## src/rtl/ifu_fetch_way1.sv

```systemverilog
// Way-1 instruction fetch unit: issues one memory request per accepted PC and
// buffers the in-order responses for decode, dropping responses owed to flushed fetches.
module ifu_fetch_way1 #(
  parameter int DEPTH  = 4,
  parameter int ADDR_W = 32,
  parameter int DATA_W = 32
) (
  input  logic              clk,
  input  logic              reset_n,
  input  logic              pc_valid_i,
  input  logic [ADDR_W-1:0] pc_addr_i,
  output logic              pc_ready_o,
  input  logic              flush_i,
  output logic              imem_req_o,
  output logic [ADDR_W-1:0] imem_addr_o,
  input  logic              imem_gnt_i,
  input  logic              imem_rvalid_i,
  input  logic [DATA_W-1:0] imem_rdata_i,
  output logic              inst_valid_o,
  output logic [ADDR_W-1:0] inst_addr_o,
  output logic [DATA_W-1:0] inst_data_o,
  input  logic              inst_ready_i,
  output logic              protocol_err_o
);

  localparam int PW = $clog2(DEPTH);
  localparam int CW = PW + 1;
  localparam logic [CW:0] DEPTH_C = (CW + 1)'(DEPTH);

  logic [ADDR_W-1:0] addr_q [DEPTH];
  logic [ADDR_W-1:0] addr_d [DEPTH];
  logic [DATA_W-1:0] data_q [DEPTH];
  logic [DATA_W-1:0] data_d [DEPTH];
  logic [DEPTH-1:0]  filled_q, filled_d;
  logic [PW-1:0]     wr_ptr_q, wr_ptr_d;
  logic [PW-1:0]     fill_ptr_q, fill_ptr_d;
  logic [PW-1:0]     rd_ptr_q, rd_ptr_d;
  logic [CW-1:0]     occ_q, occ_d;
  logic [CW-1:0]     pend_q, pend_d;
  logic [CW-1:0]     drop_q, drop_d;
  logic              perr_q, perr_d;

  logic [CW:0] credit_sum;
  logic        credit_ok;
  logic        alloc;
  logic        pop;
  logic        fill_hit;

  // Credit covers both live entries and responses still owed to killed requests.
  assign credit_sum = {1'b0, occ_q} + {1'b0, drop_q};
  assign credit_ok  = credit_sum < DEPTH_C;

  assign imem_req_o  = pc_valid_i & credit_ok & ~flush_i;
  assign imem_addr_o = pc_addr_i;
  assign pc_ready_o  = imem_req_o & imem_gnt_i;

  assign inst_valid_o   = filled_q[rd_ptr_q];
  assign inst_addr_o    = addr_q[rd_ptr_q];
  assign inst_data_o    = data_q[rd_ptr_q];
  assign protocol_err_o = perr_q;

  assign alloc = pc_ready_o;
  assign pop   = inst_valid_o & inst_ready_i;

  always_comb begin
    addr_d     = addr_q;
    data_d     = data_q;
    filled_d   = filled_q;
    wr_ptr_d   = wr_ptr_q;
    fill_ptr_d = fill_ptr_q;
    rd_ptr_d   = rd_ptr_q;
    occ_d      = occ_q;
    pend_d     = pend_q;
    drop_d     = drop_q;
    perr_d     = perr_q;
    fill_hit   = 1'b0;

    if (flush_i) begin
      filled_d   = '0;
      wr_ptr_d   = '0;
      fill_ptr_d = '0;
      rd_ptr_d   = '0;
      occ_d      = '0;
      pend_d     = '0;
      // A response landing in the flush cycle is charged against the killed fetches.
      if (imem_rvalid_i) begin
        if ((drop_q != '0) || (pend_q != '0)) begin
          drop_d = drop_q + pend_q - CW'(1);
        end else begin
          perr_d = 1'b1;
        end
      end else begin
        drop_d = drop_q + pend_q;
      end
    end else begin
      if (pop) begin
        filled_d[rd_ptr_q] = 1'b0;
        rd_ptr_d           = rd_ptr_q + PW'(1);
      end
      if (alloc) begin
        addr_d[wr_ptr_q]   = pc_addr_i;
        filled_d[wr_ptr_q] = 1'b0;
        wr_ptr_d           = wr_ptr_q + PW'(1);
      end
      if (imem_rvalid_i) begin
        if (drop_q != '0) begin
          drop_d = drop_q - CW'(1);
        end else if (pend_q != '0) begin
          fill_hit             = 1'b1;
          data_d[fill_ptr_q]   = imem_rdata_i;
          filled_d[fill_ptr_q] = 1'b1;
          fill_ptr_d           = fill_ptr_q + PW'(1);
        end else begin
          perr_d = 1'b1;
        end
      end
      occ_d  = occ_q + CW'(alloc) - CW'(pop);
      pend_d = pend_q + CW'(alloc) - CW'(fill_hit);
    end
  end

  generate
    for (genvar gi = 0; gi < DEPTH; gi++) begin : g_entry
      always_ff @(posedge clk or negedge reset_n) begin
        if (!reset_n) begin
          addr_q[gi] <= '0;
          data_q[gi] <= '0;
        end else begin
          addr_q[gi] <= addr_d[gi];
          data_q[gi] <= data_d[gi];
        end
      end
    end
  endgenerate

  always_ff @(posedge clk or negedge reset_n) begin
    if (!reset_n) begin
      filled_q   <= '0;
      wr_ptr_q   <= '0;
      fill_ptr_q <= '0;
      rd_ptr_q   <= '0;
      occ_q      <= '0;
      pend_q     <= '0;
      drop_q     <= '0;
      perr_q     <= 1'b0;
    end else begin
      filled_q   <= filled_d;
      wr_ptr_q   <= wr_ptr_d;
      fill_ptr_q <= fill_ptr_d;
      rd_ptr_q   <= rd_ptr_d;
      occ_q      <= occ_d;
      pend_q     <= pend_d;
      drop_q     <= drop_d;
      perr_q     <= perr_d;
    end
  end

endmodule

```

## config.mk

```make
export PLATFORM = sky130hd
export DESIGN_NAME = ifu_fetch_way1
export DESIGN_NICKNAME = d
export VERILOG_FILES = /design/src/rtl/ifu_fetch_way1.sv
export SDC_FILE = /design/constraint.sdc
export NUM_CORES = 1
export LEC_CHECK = 0
export ABC_AREA = 1
export CORE_MARGIN = 2
export CORE_UTILIZATION = 30
export CTS_CLUSTER_DIAMETER = 100
export DETAILED_ROUTE_END_ITERATION = 10
export DONT_BUFFER_PORTS = 1
export GPL_ROUTABILITY_DRIVEN = 0
export HOLD_SLACK_MARGIN = 0.15
export PLACE_DENSITY = 0.53
export RECOVER_POWER = 50
export SLEW_MARGIN = 25
export SYNTH_ARGS = -nofsm -noshare
export SYNTH_HDL_FRONTEND = slang
export SYNTH_SLANG_ARGS = --single-unit
```

## constraint.sdc

```tcl
create_clock -name clk -period 2.2 [get_ports clk]
set_input_delay 0.44 -clock clk [delete_from_list [all_inputs] [get_ports clk]]
set_output_delay 0.44 -clock clk [all_outputs]
set_load 0.03 [all_outputs]
```

* Yosys cells after proc, flatten, opt, wreduce, memory -nomap -nowiden
Index checks and enable logic that the tools add are counted.
W data, S select, Z words.
** Operators by class
- $mul :: 0
- Eq/ne operators :: 4
- Divide/modulo/power cells :: 0
- Reductions and logical operators :: 18
- Muxes and demuxes :: 53
- Bitwise logic cells :: 14
- Add/subtract/negate cells :: 11
- Shift operators :: 0
- Order comparisons :: 12
** Operator list (number)
- $bwmux W128 :: 2
- $mux W32 :: 6
- $bmux W32 S2 :: 2
- $demux W32 S2 :: 2
- $mux W4 :: 8
- $mux W3 :: 7
- $mux W2 :: 8
- $mux W1 :: 14
- $reduce_bool A2 Y1 :: 5
- $ge A3 B3 Y1 const B :: 3
- $lt A2 B3 Y1 const B :: 3
- $not A2 Y3 :: 3
- $and A4 B4 Y4 :: 2
- $not A4 Y4 :: 2
- $reduce_and A4 Y1 :: 2
- $add A2 B1 Y2 const B :: 3
- $add A3 B1 Y3 :: 2
- $demux W1 S2 :: 3
- $ge A2 B1 Y1 const B :: 3
- $lt A3 B1 Y1 const B :: 2
- $ne A2 B2 Y1 const B :: 3
- $reduce_and A3 Y1 :: 2
- $reduce_bool A3 Y1 :: 2
- $sub A3 B1 Y3 :: 2
- 12 further kinds :: 21
** Word-level totals
- Output and inout bits :: 100
- Memories :: 0
- Latch bits :: 0
- Bits in read-only memories :: 0
- Flip-flop bits (word level) :: 276
- Bits in writable memories :: 0
- Word-level logic and storage cells :: 128

* Depth between registers and ports, before layout
- Word-level depth :: 16
- Gate-level depth with buffers :: 13

* Worst setup path after synthesis
Ideal clock, no wire load.
- Path kind :: flip-flop to flip-flop
- Start :: reg drop_q[2]
- End :: reg pend_q[2]
- Period minus slack after synthesis :: 2.458 ns
- Stages on the path, launching flop included :: 12
- Setup time :: 0.086 ns
- Buffers on the path :: 0
- Data required time :: 2.114 ns
- Slack :: -0.258 ns
- Data arrival time :: 2.372 ns
- Cell sequence :: dfrtp_1 -> ha_1 -> nor2_1 -> nand2_1 -> nor2_8 -> nand2_1 -> inv_1 -> ha_1 -> inv_1 -> fa_1 -> and3_1 -> nor3_1
** On the way
- Longest elaborated chain between the ends :: 8
- Elaborated cells on any way between the ends :: 12
** Ends and longest elaborated chain
- start: declaration :: line 40 : logic [CW-1:0] drop_q, drop_d;
- start signal: assignment :: line 153 : drop_q <= drop_d;
- $add A3 B3 Y4 :: line 50 : assign credit_sum = {1'b0, occ_q} + {1'b0, drop_q};
- $lt A4 B3 Y1 :: line 51 : assign credit_ok = credit_sum < DEPTH_C;
- $and A1 B1 Y1 (2 in series) :: line 53 : assign imem_req_o = pc_valid_i & credit_ok & ~flush_i;
- named net imem_req_o :: line 14 : output logic imem_req_o,
- $and A1 B1 Y1 :: line 55 : assign pc_ready_o = imem_req_o & imem_gnt_i;
- named net pc_ready_o :: line 12 : output logic pc_ready_o,
- $add A3 B1 Y3 :: line 118 : pend_d = pend_q + CW'(alloc) - CW'(fill_hit);
- $sub A3 B1 Y3 :: line 118
- $mux W3 :: line 78 : if (flush_i) begin
- named net pend_d[2] :: line 39 : logic [CW-1:0] pend_q, pend_d;
- end signal: assignment :: line 152 : pend_q <= pend_d;
- end: declaration :: line 39
The timed path passes the listed nets, and every way through them passes these cells. The select of a mux whose other input is x is not followed.
A chain may end at the register's enable or synchronous reset.

* Worst setup path after layout
- Start :: reg rd_ptr_q[0]
- End :: out inst_data_o[0]
** On the way
- Longest elaborated chain between the ends :: 4
** Ends and longest elaborated chain
- start: declaration :: line 37 : logic [PW-1:0] rd_ptr_q, rd_ptr_d;
- start signal: assignment :: line 150 : rd_ptr_q <= rd_ptr_d;
- $not A2 Y3 (implied by the code) :: line 59 : assign inst_data_o = data_q[rd_ptr_q];
- $bmux W32 S2 :: line 59
- $mux W32 (implied by the code) (2 in series) :: line 59
- end: declaration :: line 21 : output logic [DATA_W-1:0] inst_data_o,
Every way passes these cells. The select of a mux whose other input is x is not followed.

==> results.cfg <==
[route]
drt_pass1_iterations = 5
viasPerCell = 4.88
wirelength_um = 43800
drt_iter0_drc = 797
vias = 10700
wire_per_inst_um = 20.0
ant_nets = 0
drc_errors = 0

[timing]
fin_skew_ns = 0.00989
slew_violations = 0
relSlewSlack_pct = 41.2
period_minus_slack_ns = 2.50
finalCritPeriodShare_pct = 114
whs_ns = -0.445
finalHoldViolations = 276
tns_ns = -16.67
finalSetupViolCount = 69
rsz0062_at_grt = true
worst_pin_slew_ns = 0.883
setup_ws_ns = -0.302
fmax_mhz = 400

[cells_and_area]
num_antenna_cells = 0
utilization_pct = 40.1
layout.nets = 1680
design_area_mm2 = 0.0172
n_fill_cell = 4260
area_delta_synth_final_pct = 32.0
final_cell_count_no_fill = 2194
drive_gt1_share_pct = 23.7

[synth]
synth_cell_type_count = 29
synth_top_cell_by_area = dfrtp_1
avgSynthCellArea_um2 = 8.87
synth_top_cell_area_share_pct = 52.9
synthTopCellsByCount = nand2_1, dfrtp_1, o21ai_0
synth_nets = 1568
async_flop_share_pct = 100
yosysMostFrequentCell = nand2_1
syn_area_mm2 = 0.0131
ys_warn_count = 0
synth_sequential_area_ratio_pct = 52.9
synth_edf_count = 0
synthFlopType = dfrtp_1
postSynthCellCount = 1472
synth.area.top_cells = dfrtp_1, nand2_1, o21ai_0, o21ai_1, nor2_1
synth_seq_cells = 276

[floorplanning]
fp.coreArea_mm2 = 0.0430
fp.dieArea_mm2 = 0.0452
core.rowCount = 76
die_y_um = 213
initial_core_util_pct = 30.4
die_w_um = 213
pin_count = 171

[global_route]
grt_overflow_total = 0
grt_antenna_before_repair = 1
grt_max_degree = 277
grt_first_pass_wirelength_um = 60700
grt_use_total_pct = 17.6
grt_pass1_vias = 10300

[worst_setup_path]
required_ns = 1.76
arrival_ns = 2.06
crit_fanout = 7
setup.worst_path.start_class = flop
worstSetupPathType = reg2out
endpoint_kind = output pin

[power_and_ir_drop]
powerDensity_mw_per_mm2 = 1070
power_mw = 18.5
cell_internal_pwr_mw = 12.2
swShare_pct = 34.0
leakage_nw = 8.10
pwr-share-clk_pct = 31.6
seq_power_share_pct = 34.9
p_sw_mw = 6.28
comb_power_share_pct = 33.5
peakVddDrop_v = 0.000701

[clock_tree]
cts_tree = built
clk_pin_slew_worst_paths_ns = 0.06
htreeDepth = 1
cts_hold_buf = 75
cts_buffer_depth = 3
cts_inserted_buffers = 31
cts_root_buf = clkbuf_16
clock_sinks = 276
clk_latency_ns = 0.58

[placement]
io_buffer_count = 0
dp_hpwl_um = 18200
dp_cells = 2016
dpl_cell_area_mm2 = 0.0137
place_ws_ns = 0.0468

[run_status]
outcome = finished with violations
violations = negative hold slack, negative setup slack

[worst_hold_path]
hp-class = in2async

[flow_run]
cap_violations = 0
-- sequential cells by signal, indices dropped and copies added, names as in the netlist --
register / count
data_q: 128
filled_q: 4
protocol_err_o: 1
pend_q: 3
addr_q: 128
occ_q: 3
fill_ptr_q: 2
rd_ptr_q: 2
drop_q: 3
wr_ptr_q: 2
-- cell families after synthesis --
logic type | count (synthesis) | synth area share (%)
AND/OR/NAND/NOR | 474 | 14.6
AO/OA/AOI/OAI | 462 | 19.4
flip-flops | 276 | 52.9
buffers and inverters | 232 | 10.3
adder cells (fa/ha/maj) | 25 | 2.57
XOR/XNOR | 3 | 0.201
-- power groups by stage --
stage | clock [mW] | combinational, mW | sequential [mW]
after floorplan | 0 | 3.48 | 6.37
after global placement | 0 | 4.89 | 6.45
after detailed placement | 0 | 4.94 | 6.47
after CTS | 5.99 | 5.45 | 6.40
after global routing | 6.20 | 6.67 | 6.54
final | 5.84 | 6.18 | 6.44
-- routing by layer --
layer,global-route usage (%),wire length (um),vias up
met3,2.69,2220,61
met5,0,0,-
li1,-,-,5068
met4,4.73,1040,0
met1,23.3,19900,5286
met2,29.9,20600,285
-- placed cells by master, fill, tap and decap left out, drive strengths merged --
master,instances
xnor2,1
o21ai,393
ha,22
and3,1
nand4,5
o22ai,64
nor3,1
nand2,300
bufinv,8
nand3,19
a31o,1
clkinv,8
dfrtp,276
nor2,148
dlymetal6s4s,1
fa,3
inv,99
clkbuf,51
buf,128
xor2,2
a21oi,4
dlygate4sd3,74
-- layout make-up --
type | count | area, um2 | area share, %
repair buffers | 212 | 2560 | 14.9
multi-input cells | 964 | 5470 | 31.7
well taps | 585 | 732 | 4.25
clock buffers | 42 | 857 | 4.97
flip-flops and latches | 276 | 6910 | 40.1
clock inverters | 16 | 288 | 1.67
inverters | 99 | 412 | 2.39
-- what timing repair did --
item | 4_1_cts | 5_1_grt
hold endpoints to repair | 551 | 276
pin swaps | 5 | 72
endpoints found under the setup margin | 66 | 201
buffers inserted | 10 | 15
resized for setup | 62 | 222
gates cloned | 11 | 10
-- path summary, 6_finish.rpt --
path / start / endpoint / slack (ns) / cells after the start
max: rd_ptr_q[0]$_DFFE_PN0P_ / inst_data_o[0] / -0.30 / 6
min: reset_n / addr_q[10]$_DFFE_PN0P_ / -0.44 / 0
max reg2reg: rd_ptr_q[0]$_DFFE_PN0P_ / occ_q[1]$_DFF_PN0_ / -0.24 / 13
min reg2reg: data_q[45]$_DFFE_PN0P_ / data_q[45]$_DFFE_PN0P_ / 0.48 / 2
max in group asynchronous: reset_n / addr_q[123]$_DFFE_PN0P_ / 1.91 / 0
min in group clk: imem_rvalid_i / drop_q[1]$_DFFE_PN0P_ / 0.17 / 5
-- worst max-delay path, cell delays in order (launching register included) --
cell,delay [ns]
dfrtp_4,0.57
inv_12,0.12
buf_16,0.14
buf_12,0.17
o21ai_0,0.09
o22ai_1,0.17
buf_4,0.20
Note: power is estimated with default switching activity, not from simulation.
